===== config.mk =====
export PLATFORM = sky130hd
export DESIGN_NAME = alarm_latch
export DESIGN_NICKNAME = d
export VERILOG_FILES = /design/src/rtl/alarm_pkg.sv /design/src/rtl/alarm_debounce.sv /design/src/rtl/alarm_latch.sv
export SDC_FILE = /design/constraint.sdc
export NUM_CORES = 1
export LEC_CHECK = 0
export CAP_MARGIN = 10
export CORE_MARGIN = 10
export CORE_UTILIZATION = 45
export CTS_BUF_LIST = sky130_fd_sc_hd__clkbuf_4
export DETAILED_ROUTE_END_ITERATION = 8
export GPL_TIMING_DRIVEN = 0
export PLACE_DENSITY = 0.68
export SYNTH_ARGS = -nofsm -noshare
export SYNTH_HDL_FRONTEND = slang
export SYNTH_SLANG_ARGS = --single-unit

===== constraint.sdc =====
create_clock -name clk -period 3.5 [get_ports clk]
set_clock_uncertainty 0.05 [all_clocks]
set_input_delay 0.35 -clock clk [delete_from_list [all_inputs] [get_ports clk]]
set_output_delay 0.35 -clock clk [all_outputs]
set_load 0.03 [all_outputs]

===== src/rtl/alarm_pkg.sv =====
// Shared defaults and width helpers for the alarm latch block.
package alarm_pkg;

  localparam int N_CH_DEFAULT            = 6;
  localparam int DEBOUNCE_CYCLES_DEFAULT = 16;

  // Counter must be able to hold the value DEBOUNCE_CYCLES itself.
  function automatic int cnt_width(input int cycles);
    return $clog2(cycles + 1);
  endfunction

  function automatic int idx_width(input int n_ch);
    return (n_ch > 1) ? $clog2(n_ch) : 1;
  endfunction

endpackage


===== src/rtl/alarm_debounce.sv =====
// Saturating run-length debounce; hit_o flags that the counter reaches
// DEBOUNCE_CYCLES on the coming edge, so users can act on that same edge.
module alarm_debounce
  import alarm_pkg::*;
#(
  parameter int DEBOUNCE_CYCLES = DEBOUNCE_CYCLES_DEFAULT
) (
  input  logic clk,
  input  logic reset,
  input  logic in_i,
  output logic hit_o
);

  localparam int              CW      = cnt_width(DEBOUNCE_CYCLES);
  localparam logic [CW-1:0]   CNT_MAX = CW'(DEBOUNCE_CYCLES);

  logic [CW-1:0] cnt_q, cnt_d;

  always_comb begin
    // NOTE: default first so every path assigns cnt_d and no latch is inferred.
    cnt_d = '0;
    if (in_i) begin
      cnt_d = (cnt_q == CNT_MAX) ? cnt_q : cnt_q + 1'b1;
    end
  end

  // NOTE: non-blocking so every register samples pre-edge values.
  always_ff @(posedge clk) begin
    if (reset) cnt_q <= '0;
    else       cnt_q <= cnt_d;
  end

  assign hit_o = (cnt_d == CNT_MAX);

endmodule


===== src/rtl/alarm_latch.sv =====
// Debounced per-channel fault latch with ack, anode overcurrent and emergency
// paths. Define ALARM_FIRST_FAULT_EN to include the first-fault record.
module alarm_latch
  import alarm_pkg::*;
#(
  parameter int N_CH            = N_CH_DEFAULT,
  parameter int DEBOUNCE_CYCLES = DEBOUNCE_CYCLES_DEFAULT
) (
  input  logic                       clk,
  input  logic                       reset,
  input  logic [N_CH-1:0]            i_Fault,
  input  logic [N_CH-1:0]            i_Mask,
  input  logic                       i_Ack,
  input  logic                       i_External,
  input  logic                       i_Not_TUNE_OK_Delayed,
  input  logic                       i_I_AN_5A,
  input  logic                       i_I_AN_6A,
  output logic [N_CH-1:0]            o_Latched,
  output logic                       o_Not_Alarm,
  output logic                       o_Emergency,
  output logic                       o_I_AN_HIGH,
  output logic                       o_First_Valid,
  output logic [idx_width(N_CH)-1:0] o_First_Fault
);

  localparam int IW = idx_width(N_CH);

  logic [N_CH-1:0] hit;
  logic [N_CH-1:0] set_vec;
  logic [N_CH-1:0] latched_q, latched_d;
  logic            an_raw, an_hit, an_high_q;
  logic [1:0]      sync_q;

  for (genvar k = 0; k < N_CH; k++) begin : g_ch
    alarm_debounce #(.DEBOUNCE_CYCLES(DEBOUNCE_CYCLES)) u_db (
      .clk   (clk),
      .reset (reset),
      .in_i  (i_Fault[k]),
      .hit_o (hit[k])
    );
  end

  assign an_raw = i_Not_TUNE_OK_Delayed ? i_I_AN_5A : i_I_AN_6A;

  alarm_debounce #(.DEBOUNCE_CYCLES(DEBOUNCE_CYCLES)) u_db_an (
    .clk   (clk),
    .reset (reset),
    .in_i  (an_raw),
    .hit_o (an_hit)
  );

  // Set wins over ack; ack only clears channels that are not qualified.
  assign set_vec   = hit & ~i_Mask;
  assign latched_d = set_vec | (latched_q & ~({N_CH{i_Ack}} & ~hit));

  always_ff @(posedge clk) begin
    if (reset) begin
      latched_q <= '0;
      an_high_q <= 1'b1;
      sync_q    <= 2'b00;
    end else begin
      latched_q <= latched_d;
      an_high_q <= ~an_hit;
      sync_q    <= {sync_q[0], i_External};
    end
  end

  assign o_Latched   = latched_q;
  assign o_Not_Alarm = ~|latched_q;
  assign o_I_AN_HIGH = an_high_q;
  assign o_Emergency = sync_q[1];

`ifdef ALARM_FIRST_FAULT_EN
  logic          first_valid_q, first_valid_d;
  logic [IW-1:0] first_idx_q, first_idx_d;

  // While nothing is recorded, latched_d can only be non-zero through set_vec.
  always_comb begin
    first_valid_d = first_valid_q;
    first_idx_d   = first_idx_q;
    if (latched_d == '0) begin
      first_valid_d = 1'b0;
      first_idx_d   = '0;
    end else if (!first_valid_q) begin
      first_valid_d = 1'b1;
      for (int k = N_CH - 1; k >= 0; k--) begin
        if (set_vec[k]) first_idx_d = IW'(k);
      end
    end
  end

  always_ff @(posedge clk) begin
    if (reset) begin
      first_valid_q <= 1'b0;
      first_idx_q   <= '0;
    end else begin
      first_valid_q <= first_valid_d;
      first_idx_q   <= first_idx_d;
    end
  end

  assign o_First_Valid = first_valid_q;
  assign o_First_Fault = first_idx_q;
`else
  assign o_First_Valid = 1'b0;
  assign o_First_Fault = '0;
`endif

endmodule


# Word-level counts from Yosys, hierarchy flattened
# Cells that the tools add are included.
# totals
elab_cells	56
out_inout_bits	13
inputBits	19
ff_bits	44
# classes
eq_ne	14
add_sub_neg	7
bitwise	8
n_reduce_logical	2
mux	15
# ops
cell	count
5-bit == test (second input constant)	14
5-bit 2-to-1 mux	14
5-bit by 1-bit adder with 5-bit output (second input constant)	7
6-bit bitwise AND	3
6-bit inverter	3
6-bit bitwise OR	1
6-bit OR reduction	1
1-bit zero test	1
1-bit 2-to-1 mux	1
1-bit inverter	1

# Depth between registers and ports, before layout
# Gate-level depths: netlist (run 1).
# depth
depth_word	9
mapped_depth	7
mapped_depth_nobuf	7

# Modules after synthesis
# A second synthesis (run 1) with hierarchy kept.
# hier_totals
hier_cells	255
area_unflattened_um2	2454.9
# modules_own_cells
mod	seq_area_each_um2	cells_per_inst	area_each_um2	n_inst
alarm_debounce	100.1	30	290.3	7
alarm_latch	180.2	45	422.9	1

# Least setup slack after synthesis (run 1)
# Ideal clock, no wire load.
# synth_path
path_type	reg-to-output
startpoint	register latched_q[1], in the netlist o_Latched[1]
endpoint	output o_Not_Alarm
required_time_ns	3.100
slack_ns	1.485
n_path_buf	0
stages_incl_launch_ff	3
arrival_ns	1.615
cell_sequence	dfxtp_1 -> or4_1 -> nor3_1
# synth_between
elab_chain_cells	2
# synth_lines
element	line_no	rtl
from (decl)	alarm_latch.sv:30	logic [N_CH-1:0] latched_q, latched_d;
from (signal assigned)	alarm_latch.sv:62	latched_q <= latched_d;
6-bit OR reduction	alarm_latch.sv:69	assign o_Not_Alarm = ~|latched_q;
1-bit zero test	alarm_latch.sv:69	
to (decl)	alarm_latch.sv:19	output logic o_Not_Alarm,
# No other way between the ends.

# Worst setup path after layout (run 1)
# Ends and elaborated chain as after synthesis.

==> results.yml, run 1 <==
outcome:
  status: "finished clean"
place:
  io_buffers: 27
  dp_cells: 357
  dpl.hpwl_mm: 3.30
  gp_congestion: 0.825
clock_tree:
  cts_resized: 0
  cts.path.max_buffers: 2
  cts.sinks: 44
  post_cts_buffers: 0
  clkTransAtPathRegs_ps: 120
  cts_made_buffers: 5
  worstSkewPairLatency_ps: 350
  cts_tree: "built"
  ctsHoldBuffers: 0
  cts-root-buf: "clkbuf_4"
  htreeDepth: 2
timing:
  period_minus_slack_ps: 2520
  max_slew.worst_pin.slew_ps: 510
  layout_worst_path_cycle_share_pct: 72.0
  fmax_mhz: 397
  rsz0062_at_grt: "false"
  hold_violations: 0
  worst_hold_slack_ps: 405
  setup_viol: 0
  tns_ps: 0
  slew_headroom_pct: 66.0
  maxSlewViolCount: 0
critical_path:
  cp_data_required_time_ps: 3100
  cp.arrival_ps: 2120
  end_kind: "output port"
  path_max_fanout: 5
  slowest_stage: "clkdlybuf4s50_1"
  path_cells: "or4_1 -> nor3_1 -> clkdlybuf4s50_1"
  startpoint_type: "flip-flop"
  crit_type: "reg2out"
  critPathMaxStageDelay_ps: 700
floorplan:
  initial_core_util_pct: 47.5
  row_count: 25
  die_h_um: 91.3
  core_area_um2: 4820
  boundaryPins: 32
  die-area_um2: 8330
  die_w_um: 91.3
routing:
  wl_per_cell_um: 11.8
  drt_wl_total_mm: 4.31
  avgViaCountPerCell: 4.94
  postRouteAntennaNets: 0
  dr.pass1.iters: 4
  drt_iter0_drc: 53
  drc_errors: 0
  route.vias.total: 1797
yosys:
  synth_enable_flop_cells: 0
  synth-seq-cells: 44
  yosysSeqAreaShare_pct: 38.5
  netlist_instances: 260
  postSynthAreaPerCell_um2: 8.80
  synth_area_um2: 2290
  async_reset_ff_share_pct: 0
  synth_cell_type_count: 42
  synthFlopType: "dfxtp_1"
  ys_warn_count: 0
layout:
  drive_gt1_share_pct: 8.08
  fin_cells: 364
  area_growth_pct: 17.9
  antenna_cells: 0
  fill_cells: 475
  nets: 330
  utilization_pct: 56.0
run:
  max-cap-violations: 0
power:
  finalPower_uw: 831
  ir_drop_uv: 179
  cellPowerDensity_nw_per_um2: 308
  p_leak_nw: 1.05
global_route:
  grt_overflow: 0
  groute.usage.overall_pct: 10.8
  grt_pass1_wl_mm: 7.52
  antenna_found_initial: 0
  grt_max_degree: 13
  first_global_vias: 1763
min_path:
  min-delay-path-class: "reg2reg"
==> layer usage <==
layer	share of wire [%]	GRT usage, %	wire (um)
met1	49	12.6	2100
met5	0	0	0
met4	2.3	4.83	99
met3	4.8	3.46	209
met2	44	17.5	1900
==> Yosys cell counts (3+ instances only) <==
library cell,instances,area (um2)
nor2b_1,9,56.3
o2111ai_1,3,26.3
and2_1,3,18.8
nand2_1,8,30.0
mux2i_1,4,40.0
a21oi_1,8,40.0
nor2_1,36,135
nand2b_1,10,62.6
ha_1,14,175
nand3b_4,3,60.1
dfxtp_1,44,881
xor2_1,12,105
o22ai_1,3,18.8
nor3_1,12,60.1
xnor2_1,7,61.3
buf_4,4,30.0
inv_1,26,97.6
nand3_1,21,105
==> power by group <==
part | switching [mW] | internal, mW | total (mW)
Combinational | 0.0439 | 0.0437 | 0.0876
Clock | 0.154 | 0.0704 | 0.224
Sequential | 0.00999 | 0.510 | 0.520
==> per-stage QoR <==
step | instance area, um2 | setup WS, ps
final | 2700 | 979
after CTS | 2700 | 944
after floorplan | 2300 | 1480
after global routing | 2700 | 841
after global placement | 2650 | 1360
after detailed placement | 2650 | 1360
==> cells in the final DEF (no fill, tap or decap), drive strengths merged, types with 2 or more instances in the layout <==
cell,count
a21oi,8
a2111oi,2
or4,2
clkdlybuf4s50,27
nand2b,10
nand3b,5
nand2,9
and2,3
clkbuf,5
dfxtp,44
nor2,36
clkinv,2
nand3,21
buf,6
nor3,12
ha,14
o21ai,4
and4bb,2
a32oi,2
xnor2,7
o2111ai,3
nor3b,2
xor2,12
nor2b,9
mux2i,4
conb,4
o22ai,3
mux2,2
inv,26
a221oi,2
==> worst max-delay path, delay by kind of cell, from the launching register on <==
family	cells	cell delay, ps
flip-flops	1	390
buffers and inverters	1	700
AND/OR/NAND/NOR	2	680
==> cell type report <==
| type | instances | area [um2] | area share (%) |
|---|---|---|---|
| Inverter | 26 | 97.6 | 3.62 |
| Clock buffer | 5 | 37.5 | 1.39 |
| Clock inverter | 2 | 7.51 | 0.278 |
| Sequential cell | 44 | 881 | 32.7 |
| Tap cell | 67 | 83.8 | 3.11 |
| Buffer | 6 | 38.8 | 1.44 |
| Multi-Input combinational cell | 187 | 1280 | 47.5 |
| Timing Repair Buffer | 27 | 270 | 10.0 |
==> cell families (layout without fill, tap and decap cells) <==
kind of cell,Yosys count,in the layout,share of synthesized area [%]
compound gates,27,27,9.03
flops,44,44,38.5
simple gates,117,117,28.7
other cells,1,4,0.164
fa+ha+maj,14,14,7.66
mux,6,6,2.74
xor+xnor,19,19,7.28
buf+inv,32,66,5.96
==> path summary, 6_finish.rpt <==
check,from,end,slack (ps),cells after the start
hold / removal,sync_q[0],sync_q[1],400,1
setup / recovery,o_Latched[1],o_Not_Alarm,980,3
setup reg to reg,g_ch[1].u_db.cnt_q[0],o_Latched[1],1800,7
hold reg to reg,sync_q[0],sync_q[1],400,1
==> flip-flops by register name, summed over array words and instances, names as in the netlist <==
signal           count
o_I_AN_HIGH          1
u_db_an.cnt_q        5
g_ch.u_db.cnt_q     30
sync_q               2
o_Latched            6
Power figures use the tool's default switching activity.
==> inputs of run 2 (changes only) <==
- clock period: 3.5 -> 2.4 ns (I/O delays scaled with it)
==> results.yml, run 2 (same netlist as run 1, synthesis figures left out) <==
clock_tree:
  htreeDepth: 2
  clkTransAtPathRegs_ps: 120
  worstSkewPairLatency_ps: 350
  cts-root-buf: "clkbuf_4"
  cts.path.max_buffers: 2
  ctsHoldBuffers: 0
  cts_made_buffers: 5
  cts_tree: "built"
  cts.sinks: 44
power:
  swShare_pct: 24.9
  intPower_uw: 910
  cellPowerDensity_nw_per_um2: 450
  switchingPower_uw: 302
  ir_drop_uv: 261
  combPwrFrac_pct: 10.5
  p_leak_nw: 1.04
  clkPwrFrac_pct: 26.9
  pwr-share-seq_pct: 62.5
critical_path:
  ff2ff_path_depth: 7
  crit_type: "reg2out"
  cp_data_required_time_ps: 2110
  path_buf_inv: 1
  cpLargestDelayFamily: "simple AND/OR/NAND/NOR gates"
  rr_startpoint: "g_ch[1].u_db.cnt_q[0]"
  reg2reg_to: "o_Latched[1]"
  critPathMaxStageDelay_ps: 540
  crit_cells: 3
  cp.arrival_ps: 1830
  slowest_stage: "or4_1"
  path_cells: "or4_1 -> nor3_1 -> dlygate4sd2_1"
  crit_end: "o_Not_Alarm"
  startpoint_type: "flip-flop"
  path_max_fanout: 5
  r2r_slack_ps: 700
  end_kind: "output port"
  critPathLaunch: "o_Latched[1]"
floorplan:
  core_area_um2: 4820
  initial_core_util_pct: 47.5
  die_w_um: 91.3
  row_count: 25
  boundaryPins: 32
  die_h_um: 91.3
  die-area_um2: 8330
timing:
  maxSlewViolCount: 0
  layout_worst_path_cycle_share_pct: 88.5
  slew_headroom_pct: 66.0
  rsz0062_at_grt: "false"
  hold_violations: 0
  max_slew.worst_pin.slew_ps: 510
  period_minus_slack_ps: 2120
  tns_ps: 0
  fmax_mhz: 471
  setup_viol: 0
layout:
  regArea_um2: 881
  final_common_cell: "dfxtp_1"
  fill_cells: 476
  antenna_cells: 0
  largest_reg_flops: 30
  area_growth_pct: 17.9
  fin_cells: 364
  multi_input_area_um2: 1280
  regMostFlops: "g_ch.u_db.cnt_q"
  nets: 330
  drive_gt1_share_pct: 8.08
  final_cell_mix: "dfxtp_1 (44), nor2_1 (36), inv_1 (26), clkdlybuf4s50_1 (26), nand3_1 (21)"
global_route:
  use_met1_pct: 12.6
  grt_use_met2_pct: 17.5
  busiest_layer: "met2"
  groute.usage.overall_pct: 10.8
  grt_overflow: 0
  grt_pass1_wl_mm: 7.52
  antenna_found_initial: 0
  first_global_vias: 1763
  use_met3_pct: 3.46
  grt_max_degree: 13
place:
  dpl.hpwl_mm: 3.30
  gp_congestion: 0.825
  dp_cells: 357
  io_buffers: 27
min_path:
  min-delay-path-class: "in2reg"
  min_path_cells: 2
run:
  max-cap-violations: 0
routing:
  drt_iter0_drc: 53
  avgViaCountPerCell: 4.94
  dr.pass1.iters: 4
  drc_errors: 0
  route.vias.total: 1797
  postRouteAntennaNets: 0
  wl_per_cell_um: 11.8
  drt_wl_total_mm: 4.31
outcome:
  status: "finished clean"
run 2: changes by cell type in the layout (fill, tap and decap cells not counted):
cell             before  now
dlygate4sd2_1         0    1
clkdlybuf4s50_1      27   26
run 2: area by class of cell:
type | instances | share of cell area [%]
clock inverters | 2 | 0.278
well taps | 67 | 3.11
flip-flops and latches | 44 | 32.7
clock buffers | 5 | 1.39
repair buffers | 27 | 9.98
plain buffers | 6 | 1.44
inverters | 26 | 3.62
multi-input cells | 187 | 47.5
run 2: worst min-delay path by stage:
stage | startpoint | endpoint
2_1_floorplan | i_Mask[1] | o_Latched[1]
3_3_place_gp | sync_q[0] | sync_q[1]
3_5_place_dp | sync_q[0] | sync_q[1]
4_1_cts | i_External | sync_q[0]
5_1_grt | i_External | sync_q[0]
6_report | i_External | sync_q[0]
run 2: through the flow:
stage / hold slack, ps / worst slack [ps] / total power [mW] / util [%] / instance area [um2]
after floorplan: 286 / 495 / 0.852 / - / 2300
after global placement: 380 / 375 / 0.902 / 55.1 / 2650
after detailed placement: 375 / 367 / 0.903 / 55.1 / 2650
after CTS: 396 / 242 / 1.23 / 56.0 / 2700
after global routing: 397 / 142 / 1.27 / 56.0 / 2700
final: 404 / 277 / 1.21 / 56.0 / 2700
run 2: what timing repair did:
action / CTS / global route
resized for setup: 1 / 0
endpoints found under the setup margin: 1 / 0
setup buffers: 0 / 0
run 2: power by group through the flow:
| stage | sequential [mW] | combinational (mW) | clock, mW |
|---|---|---|---|
| floorplan | 0.773 | 0.0793 | 0 |
| finish | 0.758 | 0.128 | 0.327 |
| detailed placement | 0.774 | 0.129 | 0 |
| CTS | 0.758 | 0.130 | 0.343 |
| global route | 0.761 | 0.146 | 0.367 |
| global placement | 0.774 | 0.128 | 0 |
run 2: layer usage:
layer  wire length (um)  up-vias
met5                  0        -
met4                 99        0
met3                209       10
met2               1900       33
met1               2100      807
li1                   -      947
==> inputs of run 3 (changes only) <==
- ABC_AREA: not set -> 0
- CORE_UTILIZATION: 45 -> 50
- PLACE_DENSITY: 0.68 -> 0.74
==> results.yml, run 3 (same netlist as run 1, synthesis figures left out) <==
outcome:
  status: "finished clean"
run:
  max-cap-violations: 0
clock_tree:
  cts-root-buf: "clkbuf_4"
  clkTransAtPathRegs_ps: 130
  cts_tree: "built"
  worstSkewPairLatency_ps: 360
  ctsHoldBuffers: 0
  cts.sinks: 44
  htreeDepth: 2
  cts.path.max_buffers: 2
  cts_made_buffers: 5
timing:
  tns_ps: 0
  setup_viol: 0
  hold_violations: 0
  fmax_mhz: 466
  rsz0062_at_grt: "false"
  layout_worst_path_cycle_share_pct: 89.3
  max_slew.worst_pin.slew_ps: 554
  slew_headroom_pct: 63.1
  period_minus_slack_ps: 2140
  maxSlewViolCount: 0
layout:
  regArea_um2: 881
  utilization_pct: 61.8
  area_growth_pct: 18.4
  drive_gt1_share_pct: 8.39
  regMostFlops: "g_ch.u_db.cnt_q"
  nets: 330
  fin_cells: 350
  final_cell_mix: "dfxtp_1 (44), nor2_1 (36), inv_1 (26), clkdlybuf4s50_1 (26), nand3_1 (21)"
  largest_reg_flops: 30
  final_common_cell: "dfxtp_1"
  final_area_um2: 2710
  antenna_cells: 0
  fill_cells: 379
  multi_input_area_um2: 1280
place:
  dpl.hpwl_mm: 3.27
  dp_cells: 342
  dpl_cell_area_um2: 2630
  gp_congestion: 0.827
  io_buffers: 27
global_route:
  busiest_layer: "met2"
  first_global_vias: 1702
  groute.usage.overall_pct: 11.6
  grt_overflow: 0
  use_met1_pct: 13.9
  use_met3_pct: 3.53
  grt_pass1_wl_mm: 7.29
  grt_use_met2_pct: 19.0
  grt_max_degree: 14
  antenna_found_initial: 0
routing:
  drc_errors: 0
  drt_iter0_drc: 99
  dr.pass1.iters: 4
  route.vias.total: 1811
  wl_per_cell_um: 12.2
  postRouteAntennaNets: 0
  drt_wl_total_mm: 4.27
  avgViaCountPerCell: 5.17
power:
  ir_drop_uv: 304
  p_leak_nw: 1.06
  cellPowerDensity_nw_per_um2: 492
critical_path:
  path_cells: "or4_1 -> nor3_1 -> dlygate4sd2_1"
  end_kind: "output port"
  crit_type: "reg2out"
  path_max_fanout: 4
  critPathMaxStageDelay_ps: 560
  slowest_stage: "or4_1"
  cp_data_required_time_ps: 2110
  cp.arrival_ps: 1850
  ff2ff_path_depth: 7
  startpoint_type: "flip-flop"
floorplan:
  boundaryPins: 32
  row_count: 24
  initial_core_util_pct: 52.2
  die_w_um: 87.6
  die_h_um: 87.6
  die-area_um2: 7680
  core_area_um2: 4380
min_path:
  min-delay-path-class: "in2reg"
  min_path_cells: 2
==> run 3: report_power, final <==
group / internal [mW] / switching (mW)
combinational: 0.0636 / 0.0644
clock: 0.213 / 0.233
sequential: 0.744 / 0.0143
total: 1.02 / 0.311
==> run 3: worst paths after layout <==
path                         startpoint           end  slack [ps]
hold / removal               i_External     sync_q[0]         410
hold reg to reg               sync_q[0]     sync_q[1]         440
setup / recovery           o_Latched[2]   o_Not_Alarm         260
setup reg to reg  g_ch[1].u_db.cnt_q[0]  o_Latched[1]         690
==> run 3: worst max-delay path, delay by kind of cell (launching register included) <==
family | cells | cell delay (ps)
AND/OR/NAND/NOR | 2 | 710
buffers and inverters | 1 | 420
flip-flops | 1 | 370
==> run 3: cell type report <==
class                      instances  share of cell area, %
clock buffer                       5                   1.39
timing repair buffer              27                   9.94
inverter                          26                   3.60
clock inverter                     3                   1.39
buffer                             6                   1.43
multi-input combinational        187                   47.3
sequential                        44                   32.5
tap                               52                   2.40
==> run 3: what timing repair did <==
| item | CTS | global route |
|---|---|---|
| buffers inserted | 0 | 0 |
| resized for setup | 1 | 0 |
| endpoints found under the setup margin | 1 | 0 |
==> run 3: metrics by stage <==
step	worst slack (ps)	power [mW]	hold WS (ps)
final	256	1.33	414
after global routing	96.4	1.39	406
after CTS	248	1.35	411
after detailed placement	359	0.903	393
after global placement	376	0.901	371
after floorplan	495	0.852	286
==> run 3: metal layers <==
layer / vias to the layer above / part of all wire [%]
li1: 945 / -
met1: 828 / 47
met2: 29 / 47
met3: 9 / 4.4
met4: 0 / 1.9
met5: - / 0
